### src/rtl/clint_bus_arb_pkg.sv
// rtl/clint_bus_arb_pkg.sv - shared types and constants for the CLINT bus arbiter
// Purpose: FSM state encoding, slave response codes and master-id constants
//          used by clint_bus_arb and clint_arb_pick.
// Ports:   none (package).
package clint_bus_arb_pkg;

  typedef enum logic [1:0] {
    ST_IDLE = 2'd0,
    ST_BUSY = 2'd1,
    ST_DONE = 2'd2
  } arb_state_t;

  localparam logic [1:0] RESP_OKAY = 2'b00;

  // Master ids double as the grant / pointer encoding.
  localparam logic MID_FETCH = 1'b0;
  localparam logic MID_LSU   = 1'b1;

endpackage

### src/rtl/clint_arb_pick.sv
// rtl/clint_arb_pick.sv - combinational two-way grant for the CLINT bus arbiter
// Purpose: chooses which master to grant from the two valids and a tie-break
//          pointer. The tie-break policy lives entirely in the pointer value
//          supplied by the parent (rotating or tied to the load/store master).
// Ports:   i_valid0/i_valid1 - request valids of master 0 (fetch) / 1 (load/store)
//          i_ptr             - master that wins when both are valid
//          o_any             - at least one request present
//          o_gnt             - granted master id (meaningful only with o_any)
module clint_arb_pick
  import clint_bus_arb_pkg::*;
(
  input  logic i_valid0,
  input  logic i_valid1,
  input  logic i_ptr,
  output logic o_any,
  output logic o_gnt
);

  always_comb begin
    o_any = i_valid0 | i_valid1;
    o_gnt = MID_LSU;
    if (i_valid0 && i_valid1) begin
      o_gnt = i_ptr;
    end else if (i_valid0) begin
      o_gnt = MID_FETCH;
    end else begin
      o_gnt = MID_LSU;
    end
  end

endmodule

### src/rtl/clint_bus_arb.sv
// rtl/clint_bus_arb.sv - two-master to one-slave arbiter in front of the CLINT
// Purpose: serialises fetch (m0) and load/store (m1) requests onto the single
//          timer/soft-interrupt slave port, one transaction at a time
//          (IDLE -> BUSY -> DONE).
// Config:  CLINT_ARB_RR_EN defined   - round-robin tie-break, pointer flips
//                                      after every completed transaction.
//          CLINT_ARB_RR_EN undefined - fixed priority, load/store master wins.
// Ports:   clk, rst (synchronous, active-high)
//          mN_valid_i/req_i/addr_i/wdata_i/wstrb_i - master N request (N=0,1)
//          mN_ready_o/rdata_o/resp_o               - master N completion pulse + data
//          s_valid_o/req_o/addr_o/wdata_o/wstrb_o  - request to the slave
//          s_ready_i/rdata_i/resp_i                - slave completion
module clint_bus_arb
  import clint_bus_arb_pkg::*;
#(
  parameter int ADDR_W = 64,
  parameter int DATA_W = 64
) (
  input  logic                clk,
  input  logic                rst,

  input  logic                m0_valid_i,
  input  logic                m0_req_i,
  input  logic [ADDR_W-1:0]   m0_addr_i,
  input  logic [DATA_W-1:0]   m0_wdata_i,
  input  logic [DATA_W/8-1:0] m0_wstrb_i,
  output logic                m0_ready_o,
  output logic [DATA_W-1:0]   m0_rdata_o,
  output logic [1:0]          m0_resp_o,

  input  logic                m1_valid_i,
  input  logic                m1_req_i,
  input  logic [ADDR_W-1:0]   m1_addr_i,
  input  logic [DATA_W-1:0]   m1_wdata_i,
  input  logic [DATA_W/8-1:0] m1_wstrb_i,
  output logic                m1_ready_o,
  output logic [DATA_W-1:0]   m1_rdata_o,
  output logic [1:0]          m1_resp_o,

  output logic                s_valid_o,
  output logic                s_req_o,
  output logic [ADDR_W-1:0]   s_addr_o,
  output logic [DATA_W-1:0]   s_wdata_o,
  output logic [DATA_W/8-1:0] s_wstrb_o,
  input  logic                s_ready_i,
  input  logic [DATA_W-1:0]   s_rdata_i,
  input  logic [1:0]          s_resp_i
);

  localparam int STRB_W = DATA_W / 8;

  arb_state_t          r_state;
  logic                r_win;
  logic                r_req;
  logic [ADDR_W-1:0]   r_addr;
  logic [DATA_W-1:0]   r_wdata;
  logic [STRB_W-1:0]   r_wstrb;
  logic                r_s_valid;
  logic [DATA_W-1:0]   r_rdata;
  logic [1:0]          r_resp;
  logic                r_m0_ready;
  logic                r_m1_ready;

  logic                w_any;
  logic                w_gnt;
  logic                w_ptr;

`ifdef CLINT_ARB_RR_EN
  logic                r_ptr;
  assign w_ptr = r_ptr;
`else
  // Fixed priority: the tie-break always points at the load/store master.
  assign w_ptr = MID_LSU;
`endif

  clint_arb_pick u_pick (
    .i_valid0 (m0_valid_i),
    .i_valid1 (m1_valid_i),
    .i_ptr    (w_ptr),
    .o_any    (w_any),
    .o_gnt    (w_gnt)
  );

  always_ff @(posedge clk) begin
    if (rst) begin
      r_state    <= ST_IDLE;
      r_win      <= MID_FETCH;
      r_req      <= 1'b0;
      r_addr     <= '0;
      r_wdata    <= '0;
      r_wstrb    <= '0;
      r_s_valid  <= 1'b0;
      r_rdata    <= '0;
      r_resp     <= RESP_OKAY;
      r_m0_ready <= 1'b0;
      r_m1_ready <= 1'b0;
`ifdef CLINT_ARB_RR_EN
      r_ptr      <= MID_LSU;
`endif
    end else begin
      case (r_state)
        ST_IDLE: begin
          if (w_any) begin
            // Latch the winner's payload; the slave port is fed only from
            // these registers so the masters may not disturb it mid-transfer.
            r_win     <= w_gnt;
            r_req     <= w_gnt ? m1_req_i   : m0_req_i;
            r_addr    <= w_gnt ? m1_addr_i  : m0_addr_i;
            r_wdata   <= w_gnt ? m1_wdata_i : m0_wdata_i;
            r_wstrb   <= w_gnt ? m1_wstrb_i : m0_wstrb_i;
            r_s_valid <= 1'b1;
            r_state   <= ST_BUSY;
          end
        end
        ST_BUSY: begin
          if (s_ready_i) begin
            r_rdata    <= s_rdata_i;
            r_resp     <= s_resp_i;
            r_s_valid  <= 1'b0;
            r_m0_ready <= (r_win == MID_FETCH);
            r_m1_ready <= (r_win == MID_LSU);
            r_state    <= ST_DONE;
          end
        end
        ST_DONE: begin
          r_m0_ready <= 1'b0;
          r_m1_ready <= 1'b0;
`ifdef CLINT_ARB_RR_EN
          r_ptr      <= ~r_win;
`endif
          r_state    <= ST_IDLE;
        end
        default: begin
          r_s_valid  <= 1'b0;
          r_m0_ready <= 1'b0;
          r_m1_ready <= 1'b0;
          r_state    <= ST_IDLE;
        end
      endcase
    end
  end

  assign s_valid_o  = r_s_valid;
  assign s_req_o    = r_req;
  assign s_addr_o   = r_addr;
  assign s_wdata_o  = r_wdata;
  assign s_wstrb_o  = r_wstrb;

  // Both masters see the captured data; only the winner's ready qualifies it.
  assign m0_ready_o = r_m0_ready;
  assign m0_rdata_o = r_rdata;
  assign m0_resp_o  = r_resp;
  assign m1_ready_o = r_m1_ready;
  assign m1_rdata_o = r_rdata;
  assign m1_resp_o  = r_resp;

endmodule

### config.mk
export PLATFORM = sky130hd
export DESIGN_NAME = clint_bus_arb
export DESIGN_NICKNAME = d
export VERILOG_FILES = /design/src/rtl/clint_bus_arb_pkg.sv /design/src/rtl/clint_arb_pick.sv /design/src/rtl/clint_bus_arb.sv
export SDC_FILE = /design/constraint.sdc
export NUM_CORES = 1
export LEC_CHECK = 0
export ABC_CLOCK_PERIOD_IN_PS = 1700
export CAP_MARGIN = 20
export CORE_AREA = 2 2 238 240
export DETAILED_ROUTE_END_ITERATION = 7
export DIE_AREA = 0 0 240 242
export SLEW_MARGIN = 20
export SYNTH_ARGS = -nofsm -noshare
export SYNTH_HDL_FRONTEND = slang
export SYNTH_HIERARCHICAL = 1
export SYNTH_SLANG_ARGS = --single-unit
### constraint.sdc
create_clock -name clk -period 1.7 [get_ports clk]
set_clock_uncertainty 0.05 [all_clocks]
set_input_delay 0.17 -clock clk [delete_from_list [all_inputs] [get_ports clk]]
set_output_delay 0.17 -clock clk [all_outputs]
set_load 0.005 [all_outputs]
==> results.txt <==
The run finished with clean final reports. The final weighted congestion in routability-driven placement is approximately 0.82. The library cell used most frequently in the layout, excluding fill and tap cells, is clkdlybuf4s50_1. The shortest clock period the worst path allows after layout is approximately 1.6 ns. The number of antenna violations at the first check in global routing came to 1. The quantity of I/O buffers inserted on ports came out at between 600 and 700.

The via count of the first global-routing pass came out at a little over 8,000. The placeable core area is 55,730 sq um. The global routing met3 resource utilization is between 2 and 3%.

The critical path goes through clkdlybuf4s50_1. The CTS H-tree depth came out at 1. The total clock sinks came out at between 200 and 250. The final route contains 8,235 vias.

The fraction of final layout cells with drive strength greater than 1 is under 10%. For this run, the total global-route usage over all layers was measured as 11.27%. The starting utilization of the core area came out at between 15 and 20%. The detail-routed via count per cell came out at around 3.8. The final routed DRC violation total is 0. Based on the critical path, the design can be clocked at up to around 600 MHz. In this run the worst setup path begins at m0_rdata_o[30]$_SDFFE_PP0P_. The count of endpoints failing setup in the final report is 0. The period utilization came out at 96.80%.

In this run the deepest clock path goes through 3 buffers. The fill cell total of the finished layout is 5,907. The met2 capacity usage during global routing came out at about a fifth. The total power after layout came out at around 14 mW. The die is around 240 um tall. For hold timing, the worst endpoint is r_state[1]$_SDFFE_PP0P_. The count of buffer and inverter cells on the critical path is 1. The total count of hold-check failures in the final report came to 0. Once routing completed, OpenROAD measured the worst setup slack at about 0.054 ns.

STA classifies the critical path startpoint as a flop. In this run, the number of DRC markers left after iteration 0 of detailed routing was 253. The die width is between 200 and 250 um. The total number of nets in the final design is ~1,700. For this design, the slowest cell found on the critical path is clkdlybuf4s50_1. The startpoint of the lowest-slack register-to-register path is r_state[1]$_SDFFE_PP0P_.

The maximum cell stage delay along the critical path came out at ~0.52 ns. The standby leakage power is between 6 and 7 nW. The signed area change from the synthesized netlist to the final layout came out at 89.10%.

The maximum vdd drop came out at 645.0 uV. The share of async-settable or async-resettable flops after synthesis is 0%. The first-pass GRT wire length came out at between 50 and 60 mm.

The number of buffers inserted during clock tree synthesis is 24. The count of final max-slew check failures came out at 0. The sequential standard cell area is about 4200 sq um. Yosys mapped a number of flops with a built-in enable equal to 0. Data on the critical path arrives at its endpoint at ~1.4 ns. The library cells used most frequently in the layout, excluding fill and tap cells, are 578 x clkdlybuf4s50_1, 167 x dfxtp_1, 140 x mux2i_1. The overall die area is roughly 58,000 sq um. The endpoint identified for the worst register-to-register timing path is s_wdata_o[53]$_SDFFE_PP0P_. Summing the sequential cell areas from Yosys gives 48.73% of the chip area.

The wire length after detailed routing is roughly 35 mm. Clock tree synthesis selected as its root buffer the cell clkbuf_16. The hold-critical path depth came out at 3. The repair_antennas step left the layout with diodes totalling 0.

The number of optimization iterations in the first detailed-route pass came out at 6. The post-synthesis instance total is about 840. The clock transition at the registers of the reported paths is 0.06 ns. The logic depth of the worst register-to-register path is 4.

TritonCTS built the clock tree. The cell family contributing the most delay on the critical path is buffers and inverters. The total overflow reported by the global router came out at 0. The average wire length per cell after detail routing is approximately 16 um.

For this run, the leading register cell type out of synthesis is dfxtp_1. After global routing, the most crowded layer is met2. The area of combinational cells with multiple inputs came out at 3570 sq um. The synthesized netlist net count came out at ~1,200.

The startpoint identified for the worst hold timing path is rst. The pin count of the biggest net entering global routing is 68. The path class of the tightest hold or removal check is in2reg.

Across all register-to-register paths, the minimum setup slack is between 0.2 and 0.25 ns. The number of max-capacitance violations reported is 0. The final setup TNS is 0 ns. The detailed placer's ending HPWL is between 20 and 30 mm. Pin placement for this block handled between 600 and 700 I/O pins. The synthesized area per cell came out at approximately 10 sq um. The endpoint required time on the critical path is between 1 and 1.5 ns.

The clock latency at the later pin of the worst-skew pair is approximately 0.54 ns. The count of distinct cell types in the synthesized netlist came out at 24. The met1 global-route usage is a little over an eighth. During synthesis, Yosys emitted a total of 6 warnings. The count of state elements after synthesis is 209. The worst setup path is of the reg2out kind. Power spread over the standard cell area amounts to 839.8 nW/um^2. The largest fanout on the critical path came out at 3.

The number of placement rows is 87. The mapped netlist covers between 8000 and 9000 sq um. Before CTS, the worst setup slack after placement is -0.2080 ns.

The post-route antenna net violation count came out at 0. The worst setup path is captured at an output port.
-- cells in the mapped netlist (2+ instances only) --
cell type / instances / area, sq um
nor2_1: 4 / 15.01
dfxtp_1: 209 / 4184
mux2i_1: 140 / 1401
a21oi_1: 66 / 330.3
buf_2: 50 / 250.2
nor3_1: 2 / 10.01
nor2b_1: 2 / 12.51
clkbuf_1: 8 / 30.03
o21ai_0: 2 / 10.01
buf_4: 73 / 548.0
nand2_1: 134 / 503.0
o2bb2ai_1: 137 / 1200
-- metrics by stage --
step                      util (%)  cell area, sq um  cells  hold WS (ns)
after floorplan                  -              8587    839        0.2560
after global placement       27.60             15380   2126        0.3936
after detailed placement     27.60             15380   2126        0.3961
after CTS                    29.02             16170   2166       0.04250
after global routing         29.14             16240   2166       0.07316
final                        29.14             16240   2166       0.06097
-- worst max path at each step --
stage / cells after the start / end
6_report: 1 / m0_rdata_o[30]
5_1_grt: 1 / m0_rdata_o[30]
4_1_cts: 1 / m0_rdata_o[55]
3_5_place_dp: 6 / s_addr_o[9]$_SDFFE_PP0P_
3_3_place_gp: 6 / s_wdata_o[34]$_SDFFE_PP0P_
2_1_floorplan: 6 / s_addr_o[13]$_SDFFE_PP0P_
-- report_power, final --
part	internal, mW	switching (mW)	leakage [nW]
Clock	3.06	2.03	0.378
Combinational	1.90	1.07	4.39
Sequential	5.31	0.265	1.74
-- state kept, by name, indices dropped and copies added (netlist names) --
name / flops
m0_rdata_o: 64
m0_ready_o: 1
m0_resp_o: 2
m1_ready_o: 1
r_state: 2
r_win: 1
s_addr_o: 64
s_req_o: 1
s_valid_o: 1
s_wdata_o: 64
s_wstrb_o: 8
-- routing by layer --
layer / part of all wire [%] / vias to the layer above
li1: - / 4024
met1: 40 / 3835
met2: 49 / 330
met3: 7.6 / 46
met4: 2.8 / 0
met5: 0 / -
-- layout make-up --
class	count	area share [%]
well taps	756	5.825
repair buffers	665	41.26
clock buffers	34	4.176
multi-input cells	495	21.98
inverters	1	0.02312
flip-flops and latches	209	26.17
clock inverters	6	0.5625
-- cell families after synthesis --
family / share of synthesized area [%]
buf+inv: 9.966
other cells: 0.04367
simple gates: 6.775
flops: 48.73
compound gates: 18.17
mux: 16.32
-- timing repair --
action                     in CTS  in global routing
hold buffers                    0                  0
resized for setup              51                 33
setup endpoints to repair      63                 45
setup buffers                   0                  0
No activity file was read; power rests on OpenSTA's default activity.
